## src/rtl/program_loader_if.sv

```systemverilog
// program_loader_if: byte-stream handshake from the host link plus the
// command write port toward the MC14500B Wrapper.
interface program_loader_if #(
    parameter int unsigned CMD_WIDTH = 12
) ();
    logic [7:0]           in_data;
    logic                 in_valid;
    logic                 in_ready;
    logic                 program_write;
    logic [CMD_WIDTH-1:0] program_cmd;

    // Host/bench side: drives the stream, observes ready and the write port.
    modport master (
        output in_data, in_valid,
        input  in_ready, program_write, program_cmd
    );

    // Loader side.
    modport slave (
        input  in_data, in_valid,
        output in_ready, program_write, program_cmd
    );
endinterface

```

## src/rtl/program_loader.sv

```systemverilog
// program_loader: boot-time controller that assembles a length-prefixed byte
// stream into program commands for the MC14500B Wrapper, holding the core in
// reset until the last command is written.
// Optional feature macro: LOADER_CHECKSUM_EN (trailing XOR byte, error output).
module program_loader #(
    parameter int unsigned CMD_WIDTH  = 12,
    parameter int unsigned ADDR_WIDTH = 8
) (
    input  logic              clk,
    input  logic              reset,
    program_loader_if.slave   bus,
    input  logic              reload,
    output logic              core_reset,
    output logic              done,
    output logic              error
);
    localparam int unsigned CMD_BYTES = (CMD_WIDTH + 7) / 8;
    localparam int unsigned BYTE_W    = (CMD_BYTES > 1) ? $clog2(CMD_BYTES) : 1;
    localparam int unsigned LOW_W     = (CMD_BYTES > 1) ? (CMD_BYTES - 1) * 8 : 8;
    localparam int unsigned MAX_L     = (ADDR_WIDTH >= 8) ? 255 : (1 << ADDR_WIDTH) - 1;

    typedef enum logic [2:0] {
        S_IDLE  = 3'd0,
        S_LEN   = 3'd1,
        S_DATA  = 3'd2,
        S_WRITE = 3'd3,
        S_CSUM  = 3'd4,
        S_RUN   = 3'd5,
        S_ERROR = 3'd6
    } state_t;

    state_t               state_q, state_d;
    logic                 boot_q;
    logic [7:0]           len_q;
    logic [7:0]           word_cnt_q;
    logic [BYTE_W-1:0]    byte_cnt_q;
    logic [LOW_W-1:0]     buf_q;
    logic [CMD_WIDTH-1:0] cmd_q;
    logic                 in_ready_q, write_q, core_reset_q, done_q;
    logic                 in_ready_d, write_d, core_reset_d, done_d;
    logic                 accept, last_byte, last_word;
`ifdef LOADER_CHECKSUM_EN
    logic [7:0]           csum_q;
    logic                 error_q, error_d;
`endif

    assign accept    = bus.in_valid & in_ready_q;
    assign last_byte = (byte_cnt_q == BYTE_W'(CMD_BYTES - 1));
    assign last_word = (word_cnt_q == len_q);

    assign bus.in_ready      = in_ready_q;
    assign bus.program_write = write_q;
    assign bus.program_cmd   = cmd_q;
    assign core_reset        = core_reset_q;
    assign done              = done_q;
`ifdef LOADER_CHECKSUM_EN
    assign error             = error_q;
`else
    assign error             = 1'b0;
`endif

    // State register.
    always_ff @(posedge clk) begin
        if (reset) begin
            state_q <= S_IDLE;
        end else begin
            state_q <= state_d;
        end
    end

    // Next-state logic.
    always_comb begin
        state_d = state_q;
        case (state_q)
            // boot_q keeps IDLE for one full cycle after reset release.
            S_IDLE:  if (boot_q) state_d = S_LEN;
            S_LEN:   if (accept) state_d = S_DATA;
            S_DATA:  if (accept && last_byte) state_d = S_WRITE;
            S_WRITE: begin
                if (last_word) begin
`ifdef LOADER_CHECKSUM_EN
                    state_d = S_CSUM;
`else
                    state_d = S_RUN;
`endif
                end else begin
                    state_d = S_DATA;
                end
            end
`ifdef LOADER_CHECKSUM_EN
            S_CSUM:  if (accept) state_d = (bus.in_data == csum_q) ? S_RUN : S_ERROR;
            S_ERROR: if (reload) state_d = S_IDLE;
`endif
            S_RUN:   if (reload) state_d = S_IDLE;
            default: state_d = S_IDLE;
        endcase
    end

    // Output decode from the next state so registered outputs align with it.
    always_comb begin
        in_ready_d   = 1'b0;
        write_d      = 1'b0;
        core_reset_d = 1'b1;
        done_d       = 1'b0;
`ifdef LOADER_CHECKSUM_EN
        error_d      = 1'b0;
`endif
        case (state_d)
            S_LEN, S_DATA, S_CSUM: in_ready_d = 1'b1;
            S_WRITE:               write_d    = 1'b1;
            S_RUN: begin
                core_reset_d = 1'b0;
                done_d       = 1'b1;
            end
`ifdef LOADER_CHECKSUM_EN
            S_ERROR:               error_d    = 1'b1;
`endif
            default: ;
        endcase
    end

    // Output registers.
    always_ff @(posedge clk) begin
        if (reset) begin
            in_ready_q   <= 1'b0;
            write_q      <= 1'b0;
            core_reset_q <= 1'b1;
            done_q       <= 1'b0;
`ifdef LOADER_CHECKSUM_EN
            error_q      <= 1'b0;
`endif
        end else begin
            in_ready_q   <= in_ready_d;
            write_q      <= write_d;
            core_reset_q <= core_reset_d;
            done_q       <= done_d;
`ifdef LOADER_CHECKSUM_EN
            error_q      <= error_d;
`endif
        end
    end

    // Length, counters and command assembly (low byte first).
    always_ff @(posedge clk) begin
        if (reset) begin
            boot_q     <= 1'b0;
            len_q      <= '0;
            word_cnt_q <= '0;
            byte_cnt_q <= '0;
            buf_q      <= '0;
            cmd_q      <= '0;
        end else begin
            boot_q <= 1'b1;
            case (state_q)
                S_LEN: begin
                    word_cnt_q <= '0;
                    byte_cnt_q <= '0;
                    if (accept) begin
                        len_q <= (bus.in_data > 8'(MAX_L)) ? 8'(MAX_L) : bus.in_data;
                    end
                end
                S_DATA: begin
                    if (accept) begin
                        if (last_byte) begin
                            byte_cnt_q <= '0;
                            if (CMD_BYTES == 1) begin
                                cmd_q <= CMD_WIDTH'(bus.in_data);
                            end else begin
                                cmd_q <= CMD_WIDTH'({bus.in_data, buf_q});
                            end
                        end else begin
                            byte_cnt_q <= byte_cnt_q + BYTE_W'(1);
                            buf_q[{byte_cnt_q, 3'b000} +: 8] <= bus.in_data;
                        end
                    end
                end
                S_WRITE: begin
                    if (!last_word) begin
                        word_cnt_q <= word_cnt_q + 8'd1;
                    end
                end
                default: ;
            endcase
        end
    end

`ifdef LOADER_CHECKSUM_EN
    // Running XOR over the length byte and every command byte.
    always_ff @(posedge clk) begin
        if (reset) begin
            csum_q <= '0;
        end else if (state_q == S_IDLE) begin
            csum_q <= '0;
        end else if (accept && (state_q == S_LEN || state_q == S_DATA)) begin
            csum_q <= csum_q ^ bus.in_data;
        end
    end
`endif

endmodule

```

## src/flat_wrapper.sv

```systemverilog
// flat-port wrapper written by rule: the top's interface ports become plain ports
module program_loader_flat 
#(
    parameter int unsigned CMD_WIDTH  = 12,
    parameter int unsigned ADDR_WIDTH = 8
)
  (clk, reset, reload, core_reset, done, error, bus_in_data, bus_in_valid, bus_in_ready, bus_program_write, bus_program_cmd);
  program_loader_if #(.CMD_WIDTH(CMD_WIDTH)) bus_i ();
  input  logic clk;
  input  logic reset;
  input  logic reload;
  output logic core_reset;
  output logic done;
  output logic error;
  input wire logic [$bits(bus_i.in_data)-1:0] bus_in_data;
  input wire logic [$bits(bus_i.in_valid)-1:0] bus_in_valid;
  output wire logic [$bits(bus_i.in_ready)-1:0] bus_in_ready;
  output wire logic [$bits(bus_i.program_write)-1:0] bus_program_write;
  output wire logic [$bits(bus_i.program_cmd)-1:0] bus_program_cmd;
  assign bus_i.in_data = bus_in_data;
  assign bus_i.in_valid = bus_in_valid;
  assign bus_in_ready = bus_i.in_ready;
  assign bus_program_write = bus_i.program_write;
  assign bus_program_cmd = bus_i.program_cmd;
  program_loader #(.CMD_WIDTH(CMD_WIDTH), .ADDR_WIDTH(ADDR_WIDTH)) u_core (.clk(clk), .reset(reset), .bus(bus_i), .reload(reload), .core_reset(core_reset), .done(done), .error(error));
endmodule
```

## config.mk

```make
export PLATFORM = sky130hd
export DESIGN_NAME = program_loader_flat
export DESIGN_NICKNAME = d
export VERILOG_FILES = /design/src/rtl/program_loader_if.sv /design/src/rtl/program_loader.sv /design/src/flat_wrapper.sv
export SDC_FILE = /design/constraint.sdc
export NUM_CORES = 1
export LEC_CHECK = 0
export ABC_CLOCK_PERIOD_IN_PS = 4300
export CAP_MARGIN = 25
export CORE_UTILIZATION = 50
export CTS_CLUSTER_DIAMETER = 100
export CTS_CLUSTER_SIZE = 40
export DETAILED_ROUTE_END_ITERATION = 10
export PLACE_DENSITY = 0.75
export SYNTH_ARGS = -nofsm -noshare
export SYNTH_HDL_FRONTEND = slang
export SYNTH_SLANG_ARGS = --single-unit
```

## constraint.sdc

```tcl
create_clock -name clk -period 4.3 [get_ports clk]
set_input_delay 0.86 -clock clk [delete_from_list [all_inputs] [get_ports clk]]
set_output_delay 0.86 -clock clk [all_outputs]
set_load 0.005 [all_outputs]
```

## Word level (Yosys, flattened, before mapping)

Index checks and enable logic that the tools add are counted.

| operators by class | value |
|---|---|
| multiplexer cells | 18 |
| add/sub/neg operators | 3 |
| eq/ne operators | 12 |
| $lt $le $gt $ge | 1 |
| bitwise operators | 2 |
| reduce and logical (&&, ||, !) cells | 10 |
| shift operators | 2 |

Operator list:

| operator | count |
|---|---|
| $mux 8 | 2 |
| $pmux 8 s2 | 1 |
| $mux 3 | 5 |
| $pmux 3 s5 | 1 |
| $eq 3x2->1 const B | 4 |
| $eq 3x3->1 const B | 3 |
| $add 8x1->8 const B | 1 |
| $bwmux 8 | 1 |
| $eq 8x8->1 | 1 |
| $gt 8x8->1 const B | 1 |
| $shift 8x6->8 const A | 1 |
| $shiftx 8x6->8 | 1 |
| $mux 1 | 7 |
| $eq 3x1->1 const B | 2 |
| $neg 4->6 | 1 |
| $reduce_and 2->1 | 3 |
| $reduce_and 3->1 | 2 |
| $reduce_bool 2->1 | 2 |
| $logic_not 3->1 | 1 |
| $reduce_or 3->1 | 1 |
| $ne 2x1->1 const B | 1 |
| $ne 2x2->1 const B | 1 |
| $pmux 1 s2 | 1 |
| $add 1x1->1 const B | 1 |
| other kinds (3) | 3 |

| word-level totals | value |
|---|---|
| output and inout bits | 17 |
| flip-flop bits (word level) | 45 |
| input port bits | 12 |

## Longest topological paths before layout

| depth | value |
|---|---|
| depth after elaboration | 7 |
| gate-level depth with buffers | 6 |
| depth with buffers taken out | 5 |

## Worst setup path before layout

No wires, ideal clock.

| timing path | value |
|---|---|
| path kind | input-to-reg |
| from | input port bus_in_valid |
| to | register u_core.cmd_q[2] (netlist: u_core.bus.program_cmd[2]) |
| required time | 4.168 ns |
| path slack | 2.341 ns |
| stages | 6 |
| arrival time | 1.827 ns |
| library setup time | 0.132 ns |
| cells stage by stage | nand2_1 -> or4_1 -> clkbuf_1 -> buf_2 -> nand2_1 -> a21oi_1 |

| on the way | value |
|---|---|
| longest elaborated chain between the ends | 2 |

Ends and longest elaborated chain:

| element | line | RTL |
|---|---|---|
| start: declaration | flat_wrapper.sv:16 | `input wire logic [$bits(bus_i.in_valid)-1:0] bus_in_valid;` |
| $and 1x1->1 | program_loader.sv:47 | `assign accept = bus.in_valid & in_ready_q;` |
| $reduce_and 3->1 (no source line) | n/a |  |
| end signal: assignment | program_loader.sv:167 | `cmd_q <= CMD_WIDTH'(bus.in_data);` |
| end signal: assignment | program_loader.sv:169 | `cmd_q <= CMD_WIDTH'({bus.in_data, buf_q});` |
| end: declaration | program_loader.sv:38 | `logic [CMD_WIDTH-1:0] cmd_q;` |

Every way passes these cells.
A chain may end at the register's enable or synchronous reset.

## Worst setup path in the final report

| timing path | value |
|---|---|
| from | input port bus_in_valid |
| to | register u_core.buf_q[5] |

| on the way | value |
|---|---|
| longest elaborated chain between the ends | 2 |

Ends and longest elaborated chain:

| element | line | RTL |
|---|---|---|
| $and 1x1->1 | program_loader.sv:47 |  |
| $reduce_and 3->1 (no source line) | n/a |  |
| end signal: indexed assignment | program_loader.sv:173 | `buf_q[{byte_cnt_q, 3'b000} +: 8] <= bus.in_data;` |
| end: declaration | program_loader.sv:37 | `logic [LOW_W-1:0] buf_q;` |

Every way passes these cells.

==> results.json <==
{
  "cts-resized-gates": 0,
  "synth_seq_cells": 45,
  "crit_required_ns": 4.48,
  "ys_warn_count": 0,
  "synth_area_leaders": "dfxtp_1 (48%), mux2i_1 (9.1%), nand2_1 (7.2%), nor2_1 (4.6%), a21oi_1 (4.5%)",
  "fin_cells": 281,
  "avgSynthCellArea_um2": 8.87,
  "synth.yosys.seq_area_share": 0.481,
  "design.core.area_um2": 3470,
  "r2r-start": "u_core.state_q[0]$_SDFF_PP0_",
  "yosysTopAreaCellShare": 0.481,
  "netlist_area_um2": 1870,
  "numCtsBuffers": 5,
  "drt_iter0_drc": 99,
  "antenna_found_initial": 0,
  "final_nets": 247,
  "die_y_um": 63.2,
  "peakVddDrop_v": 0.000202,
  "maxCapViolations": 0,
  "ios": 29,
  "ant_nets": 0,
  "synthToLayoutAreaGrowth_pct": 21.2,
  "ctsRootBufferMaster": "clkbuf_8",
  "critPathKind": "in2reg",
  "synth_nets": 224,
  "routed-via-count": 1514,
  "synth_top_area_cell": "dfxtp_1",
  "r2r_slack_ns": 2.44,
  "synthCells": 211,
  "diodes": 0,
  "endpoint": "u_core.buf_q[5]$_SDFFE_PP0P_",
  "firstDrtPassIters": 4,
  "place_congestion": 0.758,
  "power_density_nw_per_um2": 355,
  "leakage_nw": 0.878,
  "die_w_um": 63.2,
  "initial_utilization": 0.540,
  "finalSetupViolations": 0,
  "start_kind": "input pin",
  "drive_gt1_frac": 0.0553,
  "ctsHtreeMaxLevel": 2,
  "cts_tree": "yes",
  "post_cts_buffers": 0,
  "port_buffers": 27,
  "cts.sinks": 45,
  "r2r-end": "u_core.len_q[5]$_SDFFE_PP0P_",
  "reg2regPathDepth": 5,
  "crit_fanout": 8,
  "wl_um": 3470,
  "cts_buffer_depth": 2,
  "slew_headroom": 0.636,
  "outcome": "completed",
  "hp-class": "reg2reg",
  "grt_usage": 0.192,
  "cts_hold_buffers": 0,
  "fin_crit_ns": 2.40,
  "crit_path_end_kind": "flop",
  "place_inst": 273,
  "fin_crit_sh": 0.559,
  "avgViaCountPerCell": 5.39,
  "critPathArrivalTime_ns": 2.58,
  "route.detailed.drc": 0,
  "dp_hpwl_um": 2470,
  "wire_per_inst_um": 12.3,
  "finalClockSkew_ns": 0.00625,
  "maxSlewViolCount": 0,
  "fin_tns_setup_ns": 0,
  "dpl_worst_slack_ns": 1.58,
  "die-area_um2": 3990,
  "grt_overflow_total": 0,
  "fin_util": 0.654,
  "grt_max_degree": 39,
  "worst_pin_slew_ns": 0.545,
  "hold_viol_final": 0,
  "grt_pass1_vias": 1320,
  "rsz0062_at_grt": "no",
  "path_clk_slew_ns": 0.08,
  "clock_latency_ns": 0.30,
  "rows": 21,
  "synth.distinct_cells": 39,
  "max_freq_mhz": 416,
  "grt_pass1_wl_um": 5900,
  "worst_slack_ns": 1.90,
  "cp-startpoint": "bus_in_valid",
  "power_w": 0.000805
}
==> critical path, cell delays in order <==
cell	delay, ns
clkdlybuf4s50_1	0.54
nand2_1	0.15
or4_1	0.74
mux2i_1	0.24
nor2_1	0.06
==> final cells by class <==
| cell class | instances | area [um2] |
|---|---|---|
| clock buffers | 7 | 86.3 |
| clock inverters | 1 | 30.0 |
| fillers | 307 | 1200 |
| inverters | 2 | 7.51 |
| multi-input cells | 151 | 901 |
| flip-flops and latches | 45 | 901 |
| well taps | 46 | 57.6 |
| repair buffers | 29 | 285 |
==> registers in the layout, summed over array words and instances, names as in the netlist, 3 cells and up <==
| register | count |
|---|---|
| u_core.buf_q | 8 |
| u_core.len_q | 8 |
| u_core.bus.program_cmd | 12 |
| u_core.word_cnt_q | 8 |
| u_core.state_q | 3 |
==> cells by family after synthesis <==
kind of cell	share of synthesized area
multiplexers	0.0909
flip-flops	0.481
buffers and inverters	0.0374
XOR/XNOR	0.0421
AND/OR/NAND/NOR	0.224
adder cells (fa/ha/maj)	0.00668
other	0.00200
AO/OA/AOI/OAI	0.116
==> metal layers <==
metal,up-vias,share of wire,track usage
met2,43,0.46,0.309
li1,777,-,-
met3,6,0.052,0.0543
met4,0,0.019,0.0938
met1,688,0.47,0.234
met5,-,0,0
==> Yosys cell counts <==
cell and instances:
nor2_1 23, mux2i_1 17, nand4_2 2, a21oi_1 17, nand3b_1 1, nor3_1 2, a31oi_1 3, inv_1 2
nand2b_1 2, and4_1 1, nand3_1 3, buf_4 2, nand4_1 1, o21ai_2 1, o21ai_0 4, conb_1 1
o21a_1 2, nor4_1 3, clkbuf_1 6, and2b_1 1, and3_1 1, nor3b_1 2, buf_2 5, nand2_1 36
xor2_1 1, or4_2 1, or3_1 1, o211ai_1 3, a221oi_1 1, xnor2_1 8, a22oi_1 1, dfxtp_1 45
and2_1 2, a2111oi_0 1, ha_1 1, o31ai_1 1, o31a_1 1, or4_1 5, o21ai_1 1
==> stage by stage <==
| step | instance area (um2) | hold slack (ns) |
|---|---|---|
| finish | 2270 | 0.455 |
| global route | 2270 | 0.480 |
| CTS | 2270 | 0.460 |
| detailed placement | 2150 | 0.448 |
| global placement | 2150 | 0.444 |
| floorplan | 1870 | 0.432 |
==> report_power, final <==
group | leakage [nW] | internal, W | switching [W]
sequential | 0.364 | 0.000421 | 0.00000785
clock | 0.0585 | 0.000189 | 0.000138
combinational | 0.456 | 0.0000229 | 0.0000253
==> cell usage in the layout (no fill, tap or decap), types with 4 or more instances in the layout <==
master            n
o21ai_0           4
clkdlybuf4s50_1  27
xnor2_1           8
mux2i_1          17
dfxtp_1          45
clkbuf_8          6
or4_1             5
nand2_1          36
a21oi_1          17
nor2_1           23
==> worst min path at each step <==
stage          slack (ns)                                    start  cells after the start                                       to
6_report             0.46  u_core.bus.program_cmd[10]$_SDFFE_PP0P_                      2  u_core.bus.program_cmd[10]$_SDFFE_PP0P_
5_1_grt              0.48   u_core.bus.program_cmd[6]$_SDFFE_PP0P_                      2   u_core.bus.program_cmd[6]$_SDFFE_PP0P_
4_1_cts              0.46  u_core.bus.program_cmd[10]$_SDFFE_PP0P_                      2  u_core.bus.program_cmd[10]$_SDFFE_PP0P_
3_5_place_dp         0.45  u_core.bus.program_cmd[10]$_SDFFE_PP0P_                      2  u_core.bus.program_cmd[10]$_SDFFE_PP0P_
3_3_place_gp         0.44  u_core.bus.program_cmd[11]$_SDFFE_PP0P_                      2  u_core.bus.program_cmd[11]$_SDFFE_PP0P_
2_1_floorplan        0.43             u_core.buf_q[0]$_SDFFE_PP0P_                      2   u_core.bus.program_cmd[0]$_SDFFE_PP0P_
Note: power is estimated with default switching activity, not from simulation.
